**config.mk**
```make
export PLATFORM = sky130hd
export DESIGN_NAME = bk_sub_pipe
export DESIGN_NICKNAME = d
export VERILOG_FILES = /design/src/rtl/bk_sub_pipe.sv
export SDC_FILE = /design/constraint.sdc
export NUM_CORES = 1
export LEC_CHECK = 0
export BUFFER_PORTS_ARGS = -buffer_cell sky130_fd_sc_hd__clkbuf_2
export CAP_MARGIN = 20
export CORE_MARGIN = 2
export CORE_UTILIZATION = 30
export DETAILED_ROUTE_END_ITERATION = 10
export SYNTH_ARGS = -nofsm -noshare
export SYNTH_HDL_FRONTEND = slang
export SYNTH_SLANG_ARGS = --single-unit
```
**constraint.sdc**
```tcl
create_clock -name clk -period 1.95 [get_ports clk]
set_input_delay 0.39 -clock clk [delete_from_list [all_inputs] [get_ports clk]]
set_output_delay 0.39 -clock clk [all_outputs]
set_load 0.02 [all_outputs]
```
**src/rtl/bk_sub_pipe.sv**
```systemverilog
// Two-stage pipelined Brent-Kung subtractor (a - b as a + ~b + 1) with valid/ready handshake.
// Optional build macro BKSUB_SATURATE_EN: unsigned saturating subtract (diff clamps to 0 on borrow).
module bk_sub_pipe #(
  parameter int unsigned WIDTH = 16
) (
  input  logic             clk,
  input  logic             rst,
  input  logic             in_valid,
  output logic             in_ready,
  input  logic [WIDTH-1:0] a,
  input  logic [WIDTH-1:0] b,
  output logic             out_valid,
  input  logic             out_ready,
  output logic [WIDTH-1:0] diff,
  output logic             borrow,
  output logic             overflow,
  output logic             zero
);

  localparam int unsigned LOG = $clog2(WIDTH);

  logic             s1_valid, s2_valid;
  logic [WIDTH-1:0] s1_g, s1_p, s1_pr;
  logic             s1_am, s1_bm;

  logic [WIDTH-1:0] pb, gb, ug, upp;
  logic [WIDTH-1:0] dg, cvec, rawd, nd;
  logic             nov, nz, cout;
  logic             s2_load, accept;

  assign in_ready  = !rst && (!s1_valid || !s2_valid || out_ready);
  assign accept    = in_valid && in_ready;
  assign s2_load   = s1_valid && (!s2_valid || out_ready);
  assign out_valid = s2_valid;

  // Up-sweep: after level l, node i with (i+1) % 2^(l+1) == 0 spans 2^(l+1) bits.
  always_comb begin
    pb    = a ^ ~b;
    gb    = a & ~b;
    gb[0] = gb[0] | pb[0];
    ug    = gb;
    upp   = pb;
    for (int unsigned l = 0; l < LOG; l++) begin
      for (int unsigned i = (2 << l) - 1; i < WIDTH; i += (2 << l)) begin
        ug[i]  = ug[i] | (upp[i] & ug[i - (1 << l)]);
        upp[i] = upp[i] & upp[i - (1 << l)];
      end
    end
  end

  // Down-sweep fills the remaining nodes from the highest level down, so every
  // lower operand is already a full prefix when it is used.
  always_comb begin
    dg = s1_g;
    for (int unsigned k = 0; k + 1 < LOG; k++) begin
      for (int unsigned i = (3 << (LOG - 2 - k)) - 1; i < WIDTH; i += (2 << (LOG - 2 - k))) begin
        dg[i] = dg[i] | (s1_p[i] & dg[i - (1 << (LOG - 2 - k))]);
      end
    end
    cvec = {dg[WIDTH-2:0], 1'b1};
    rawd = s1_pr ^ cvec;
    cout = dg[WIDTH-1];
`ifdef BKSUB_SATURATE_EN
    nd   = cout ? rawd : '0;
`else
    nd   = rawd;
`endif
    nov  = (s1_am != s1_bm) && (rawd[WIDTH-1] != s1_am);
    nz   = (nd == '0);
  end

  always_ff @(posedge clk or posedge rst) begin
    if (rst) begin
      s1_valid <= 1'b0;
      s1_g     <= '0;
      s1_p     <= '0;
      s1_pr    <= '0;
      s1_am    <= 1'b0;
      s1_bm    <= 1'b0;
    end else if (accept) begin
      s1_valid <= 1'b1;
      s1_g     <= ug;
      s1_p     <= upp;
      s1_pr    <= pb;
      s1_am    <= a[WIDTH-1];
      s1_bm    <= b[WIDTH-1];
    end else if (s2_load) begin
      s1_valid <= 1'b0;
    end
  end

  always_ff @(posedge clk or posedge rst) begin
    if (rst) begin
      s2_valid <= 1'b0;
      diff     <= '0;
      borrow   <= 1'b0;
      overflow <= 1'b0;
      zero     <= 1'b0;
    end else if (s2_load) begin
      s2_valid <= 1'b1;
      diff     <= nd;
      borrow   <= ~cout;
      overflow <= nov;
      zero     <= nz;
    end else if (out_ready) begin
      s2_valid <= 1'b0;
    end
  end

endmodule

```
# Yosys cells after proc, flatten, opt, wreduce, memory -nomap -nowiden
# Cells that the tools add are included.
[op_classes]
bitwise_logic = 72
muxes = 4
n_eq_ne = 2
n_reduce_logical = 13
[ops]
columns = ["operator", "count"]
rows = [
  ["$and 1x1->1", 40],
  ["$xor 16x16->16", 2],
  ["$or 1x1->1", 27],
  ["$and 16x16->16", 1],
  ["$logic_not 16->1", 1],
  ["$not 16->16", 1],
  ["$logic_and 1x1->1", 4],
  ["$mux 1", 4],
  ["$reduce_bool 2->1", 2],
  ["$logic_not 1->1", 3],
  ["$logic_or 1x1->1", 3],
  ["$ne 1x1->1", 2],
  ["$not 1->1", 1],
]
[word_totals]
wordCells = 102
output_inout_bits = 21
input_bits = 36
reg_bits = 70

# Logic depth before layout (Yosys ltp)
# Gate-level depths: netlist of the first run.
[depth]
depth_word = 11
depth_mapped = 8
depth_no_buf = 8

# Worst setup path before layout of the first run
# No wires, ideal clock.
[synth_timing]
path_type = "register to register"
start = "register s1_g[7]"
end = "register zero"
path_buffers = 0
setup_time_ns = 0.083
setup_slack_ns = 0.239
required_time_ns = 1.867
arrival_time_ns = 1.628
path_stages_with_launch = 9
period_less_slack_ns = 1.711
cell_sequence = "dfrtp_1 a21o_1 a21o_1 ha_1 nor2_1 xor2_1 and4_1 nand4_1 o21ai_0"
[synth_via]
elab_chain_cells = 8
elab_cells_between_ends = 16
cone_classes = "bitwise: 15; reduce/logical: 1"
[synth_lines]
columns = ["element", "line_no", "text"]
rows = [
  ["from (decl)", "23", "logic [WIDTH-1:0] s1_g, s1_p, s1_pr;"],
  ["from (signal assigned)", "82", "s1_g <= ug;"],
  ["$and 1x1->1", "57", "dg[i] = dg[i] | (s1_p[i] & dg[i - (1 << (LOG - 2 - k))]);"],
  ["$or 1x1->1", "57", ""],
  ["$and 1x1->1", "57", ""],
  ["$or 1x1->1", "57", ""],
  ["$and 1x1->1", "57", ""],
  ["$or 1x1->1", "57", ""],
  ["$xor 16x16->16 *", "61", "rawd = s1_pr ^ cvec;"],
  ["$logic_not 16->1 *", "69", "nz = (nd == '0);"],
  ["to (signal assigned)", "104", "zero <= nz;"],
  ["to (decl)", "17", "output logic zero"],
]
# Mark *: on every way between the ends. The rest lies on a longest branch, timed or not.
# A chain may end at the register's enable or synchronous reset.

# Worst setup path after layout of the first run
[layout_timing]
start = "register s1_p[11]"
end = "register overflow"
[layout_via]
elab_chain_cells = 9
[layout_lines]
columns = ["element", "line_no", "text"]
rows = [
  ["from (decl)", "23", ""],
  ["from (signal assigned)", "83", "s1_p <= upp;"],
  ["$and 1x1->1", "57", ""],
  ["$or 1x1->1", "57", ""],
  ["$and 1x1->1", "57", ""],
  ["$or 1x1->1", "57", ""],
  ["$and 1x1->1", "57", ""],
  ["$or 1x1->1", "57", ""],
  ["$xor 16x16->16", "61", ""],
  ["$ne 1x1->1", "68", "nov = (s1_am != s1_bm) && (rawd[WIDTH-1] != s1_am);"],
  ["$logic_and 1x1->1", "68", ""],
  ["to (signal assigned)", "103", "overflow <= nov;"],
  ["to (decl)", "16", "output logic overflow,"],
]
# No other way between the ends.

==> results of run 1 <==
how the worst min path moves through the flow:
stage	from	end	cells past startpoint
after floorplan	s1_g[15]	borrow	1
after global placement	s1_g[15]	borrow	1
after detailed placement	rst	diff[1]	2
after CTS	rst	s1_g[1]	2
after global routing	rst	diff[1]	2
final	rst	diff[1]	2
power groups by stage:
stage | Combinational, mW | Sequential, mW | Clock (mW)
floorplan | 0.616 | 1.92 | 0
global placement | 1.22 | 1.74 | 0
detailed placement | 1.24 | 1.75 | 0
CTS | 1.25 | 1.73 | 0.988
global route | 1.35 | 1.76 | 1.04
finish | 1.22 | 1.72 | 0.952
metal layers:
metal	vias up	global-route usage	part of all wire
li1	997	-	-
met1	936	0.1719	0.49
met2	46	0.1803	0.44
met3	10	0.02915	0.047
met4	0	0.07287	0.020
met5	-	0	0
sequential cells by signal, summed over array words and instances (netlist names):
| register | count |
|---|---|
| diff | 16 |
| s1_g | 16 |
| s1_p | 11 |
| s1_pr | 9 |
| borrow | 1 |
| out_valid | 1 |
| overflow | 1 |
| s1_am | 1 |
| s1_bm | 1 |
| s1_valid | 1 |
| zero | 1 |
synth_stat cells (2+ instances only):
library cell   n
dfrtp_1       59
nand2_1       31
o21ai_0       24
ha_1          23
mux2_4        23
inv_1         18
nor2_1        12
a21oi_1       10
mux2_2         9
xor2_1         8
a21o_1         4
buf_6          4
clkbuf_1       4
nand4_1        4
nand2b_1       3
o21a_1         3
and3b_1        2
layout make-up:
type                    instances  area (um2)  area share
clock buffers                  11       141.4     0.03961
clock inverters                 5       28.78    0.008062
inverters                      18       67.56     0.01893
multi-input cells             167        1331      0.3729
flip-flops and latches         59        1476      0.4136
well taps                     133       166.4     0.04662
repair buffers                 63       357.8      0.1002
kinds of logic (layout without fill, tap and decap cells):
family / count (synthesis) / in the layout / synth area share
flip-flops: 59 / 59 / 0.5021
AND/OR/NAND/NOR: 59 / 59 / 0.09277
AO/OA/AOI/OAI: 45 / 45 / 0.08639
multiplexers: 32 / 32 / 0.1519
buffers and inverters: 27 / 97 / 0.04510
adder cells (fa/ha/maj): 23 / 23 / 0.09787
XOR/XNOR: 8 / 8 / 0.02383
what timing repair did:
item,in CTS,in global routing
gates resized for setup,0,1
buffers inserted,0,0
setup endpoints to repair,0,1
==> reports/summary.txt, run 1 <==
Initial antenna violation count - 0
Max clock buf depth - 2
Final total power - 3.893 mW
Logic pwr share - 0.313
Drt initial violations - 43
Top cell by count, worst path - a21o_1
Final Non-Filler Cells - 456
Place WS - 98.46 ps
First-pass GRT wire length - 9.853 mm
Core ar. - 9639 um2
Total CTS buffers - 9
Htree depth - 3
Final hold violations - 0
Total wire length - 5.947 mm
Cells after Synth - 253
R2r startpoint - s1_p[11]
Final min period - 1810 ps
Avg Synthesized Cell Area - 11.62 um2
Fmax achieved - 0.5524 GHz
Synth Cell Area - 2940 um2
Number of cell rows - 36
Worst setup path startpoint - s1_p[11]
Bufs and invs on worst path - 1
Vias - 1,989
Switching Fraction - 0.3378
Clock Sink Count - 59
Cell count along the critical path - 9
Post-synth top area share - 0.5021
Worst-path clk slew - 60 ps
Clk_lat worst skew - 340 ps
Crit path required time - 2200 ps
Clock skew - 11.20 ps
Syn_nets - 312
CP max stage delay - 380 ps
Sequential fraction of the synthesis area - 0.5021
Fillers - 1,000
DR WL/cell - 13.04 um
Clk pwr share - 0.245
Placed inst area - 3400 um2
Worst vdd ir - 0.3522 mV
Worst R2R End - overflow
Distinct cells, synth - 29
EDFF count, synth - 0
# hold bufs at CTS - 0
I/O Buffers - 56
Die Span Y - 103 um
Root Buffer - clkbuf_8
Final-report setup violation count - 0
Antenna-violating nets left - 0
Largest cells by area after synthesis - dfrtp_1 (50%), mux2_4 (12%), ha_1 (9.8%), o21ai_0 (4.1%), nand2_1 (4.0%)
Area delta synth->final - 21.40%
RSZ-0062 raised after global routing - false
Min-delay worst type - input port to asynchronous set/reset pin
Largest net degree at the start of global routing - 54
# diodes - 0
Final Max Slew Viols - 0
Setup CP Type - register to register
Cell area after layout - 3570 um2
Hold_ws - 93.08 ps
Flop-to-flop setup slack - 140 ps
Global Route Usage Sum - 0.1253
Power Density - 1091 nW/um2
Cell taking the most area after synthesis - dfrtp_1
Maximum Capacitance Violations - 0
Setup crit end - overflow
Final period util - 0.9284
Setup crit start kind - register
Sw power - 1.315 mW
Vias per std cell - 4.362
Fin util - 0.3703
Synthesized flop and latch total - 59
Syn. warnings - 0
Most common cell after layout, fill and taps aside - dfrtp_1
Status - completed
Vias in the first global route - 1,974
Total grt overflow - 0
Setup tns final - 0 ps
Layout cells sized above 1 - 0.3529
Die area - 10,610 um2
CP max-delay cell - dfrtp_1
First-pass iteration count of the detailed router - 4
IO Pins - 57
FF-to-FF path depth - 9
Worst setup margin - 139.6 ps
CP delay by family, top - compound AO/OA/AOI/OAI gates
Width of the die - 103 um
Worst-path fanout max - 3
Nets@finish - 377
Critical Path AT - 2060 ps
# DRC - 0
Int Power - 2.578 mW
Post-synth ARST share - 1.000
Kind of end point of the critical path - register
Critical-path cell list - a21o_1, a21o_1, ha_1, nor2_1, xor2_1, buf_4, and3b_1, a21oi_1, o21ai_0
Max-slew headroom - 0.6474
Top_reg_cell synth - dfrtp_1
Pleak - 1.861 nW
Most frequent cells in the layout - dfrtp_1 (59), clkbuf_2 (56), nand2_1 (31)
Placed cells - 440
GP Congestion - 0.7772
Slew at the pin with the worst max-slew slack - 528.1 ps
Post-DP HPWL - 4.581 mm
Initial core utilization - 0.3050
Part of the power in registers - 0.442
CTS tree - done
Power figures use the tool's default switching activity.
==> inputs of run 2 (changes only) <==
PLACE_DENSITY = 0.49   (was default)
==> run 2 against run 1 <==
  * Die area is the same
  * Worst hold slack worse by 14 ps
  * Global-route usage fell by 0.44 points
  * Sequential power hardly changed
  * Cell area rose by 1.7%
  * Combinational power about the same
  * Final cell count is 0.22% lower
  * Sequential share of layout area decreased by 0.70 points
==> reports/summary.txt, run 2 (synthesis gave the netlist of run 1 again) <==
Slew at the pin with the worst max-slew slack - 488.3 ps (-39.87 ps)
Pleak - 1.886 nW (+1.3%)
Sw power - 1.297 mW (-1.4%)
Post-DP HPWL - 4.468 mm (-2.5%)
# diodes - 0 (unchanged)
Fmax achieved - 0.5629 GHz (+1.9%)
Post-CTS setup buffer count - 0 (unchanged)
First-pass GRT wire length - 9.639 mm (-2.2%)
Total CTS buffers - 9 (unchanged)
Setup tns final - 0 ps (unchanged)
Cell area after layout - 3631 um2 (+1.7%)
Most frequent cells in the layout - dfrtp_1 (59), clkbuf_2 (56), nand2_1 (31)
Most common cell after layout, fill and taps aside - dfrtp_1
Crit path required time - 2170 ps (-30 ps)
Final hold violations - 0 (unchanged)
Clock Sink Count - 59 (unchanged)
GP Congestion - 0.7929 (+2.0%)
Switching Fraction - 0.3147 (-0.02316)
Setup CP Type - register to register
Place WS - 64.88 ps (-33.58 ps)
Htree depth - 3 (unchanged)
Worst-path fanout max - 53 (+50)
I/O Buffers - 56 (unchanged)
First-pass iteration count of the detailed router - 4 (unchanged)
Clock skew - 5.901 ps (-5.294 ps)
Initial antenna violation count - 0 (unchanged)
Final-report setup violation count - 0 (unchanged)
Min-delay worst type - input port to asynchronous set/reset pin
DR WL/cell - 12.75 um (-2.2%)
Flop-to-flop setup slack - 170 ps (+30 ps)
Status - completed
Hold_ws - 79.38 ps (-13.71 ps)
Vias per std cell - 4.345 (-0.38%)
Vias - 1,977 (-0.60%)
Clk_lat worst skew - 340 ps (about the same)
Setup crit start kind - register
Power Density - 1135 nW/um2 (+4.1%)
Die Span Y - 103 um (unchanged)
Area delta synth->final - 23.49%
Total grt overflow - 0 (unchanged)
Width of the die - 103 um (unchanged)
Worst vdd ir - 0.3607 mV (+2.4%)
Clk pwr share - 0.285 (+0.040)
Part of the power in registers - 0.417 (-0.025)
Fillers - 971 (-2.9%)
Core ar. - 9639 um2 (unchanged)
Max clock buf depth - 2 (unchanged)
Root Buffer - clkbuf_8
Number of cell rows - 36 (unchanged)
Logic pwr share - 0.298 (-0.015)
Drt initial violations - 76 (+77%)
FF-to-FF path depth - 4 (-5)
Kind of end point of the critical path - register
Worst setup margin - 173.4 ps (+33.85 ps)
Nets@finish - 377 (unchanged)
Final period util - 0.9111 (-0.01736)
Largest net degree at the start of global routing - 54 (unchanged)
Critical Path AT - 1990 ps (-70 ps)
Maximum Capacitance Violations - 0 (unchanged)
Worst-path clk slew - 60 ps (about the same)
Final min period - 1777 ps (-33.85 ps)
Worst R2R End - s1_p[6]
Global Route Usage Sum - 0.1209 (-0.004379)
R2r startpoint - s1_valid
IO Pins - 57 (unchanged)
Layout cells sized above 1 - 0.3540 (+0.001096)
Vias in the first global route - 1,937 (-1.9%)
Final Max Slew Viols - 0 (unchanged)
Top flop regs - diff (16), s1_g (16), s1_p (11)
Total wire length - 5.802 mm (-2.4%)
Placed inst area - 3412 um2 (+0.37%)
# DRC - 0 (unchanged)
Antenna-violating nets left - 0 (unchanged)
Die area - 10,610 um2 (unchanged)
Max-slew headroom - 0.6740 (+0.02662)
CTS tree - done
Initial core utilization - 0.3050 (unchanged)
Int Power - 2.825 mW (+9.6%)
RSZ-0062 raised after global routing - false
-- run 2: final cells by class --
cell class,count,area [um2],area share
sequential,59,1476,0.4066
timing repair buffer,63,370.4,0.1020
tap,133,166.4,0.04583
clock inverter,1,30.03,0.008270
clock buffer,14,182.7,0.05031
multi-input combinational,167,1338,0.3684
inverter,18,67.56,0.01861
-- run 2: timing repair --
action / CTS / global route
endpoints found under the setup margin: 0 / 1
hold buffers: 0 / 0
resized for setup: 0 / 1
-- run 2: metrics by stage --
step | utilization | std cells | total power, mW
3_5_place_dp | 0.3540 | 440 | 2.987
2_1_floorplan | - | 253 | 2.532
5_1_grt | 0.3767 | 455 | 4.392
6_report | 0.3767 | 455 | 4.121
4_1_cts | 0.3760 | 455 | 4.175
3_3_place_gp | 0.3540 | 440 | 2.974
-- run 2: worst max path at each step --
| stage | start | to | slack [ps] | cells past startpoint |
|---|---|---|---|---|
| final | s1_valid | s1_p[6] | 170 | 4 |
| after global routing | s1_p[11] | overflow | 50 | 9 |
| after detailed placement | b[9] | s1_g[15] | 60 | 8 |
| after global placement | b[9] | s1_g[15] | 100 | 8 |
| after floorplan | rst | borrow | 100 | 1 |
| after CTS | s1_g[7] | zero | 140 | 6 |
-- run 2: metal layers --
layer  routed length, um  share of wire  GRT usage  vias up
li1                    -              -          -      997
met2                2504           0.43     0.1723       43
met3                 298          0.051    0.03458        8
met5                   0              0          0        -
met4                 101          0.017    0.05263        0
met1                2899           0.50     0.1706      929
-- run 2: worst max-delay path, cell delays in order, from the launching register on --
cell	delay (ps)
dfrtp_1	400
and3b_1	210
or3b_2	480
buf_12	210
mux2_4	330
-- run 2: power by group through the flow --
stage / combinational (mW) / clock [mW] / sequential (mW)
CTS: 1.25 / 1.20 / 1.72
finish: 1.23 / 1.17 / 1.72
global route: 1.37 / 1.27 / 1.76
global placement: 1.24 / 0 / 1.74
detailed placement: 1.24 / 0 / 1.75
floorplan: 0.616 / 0 / 1.92
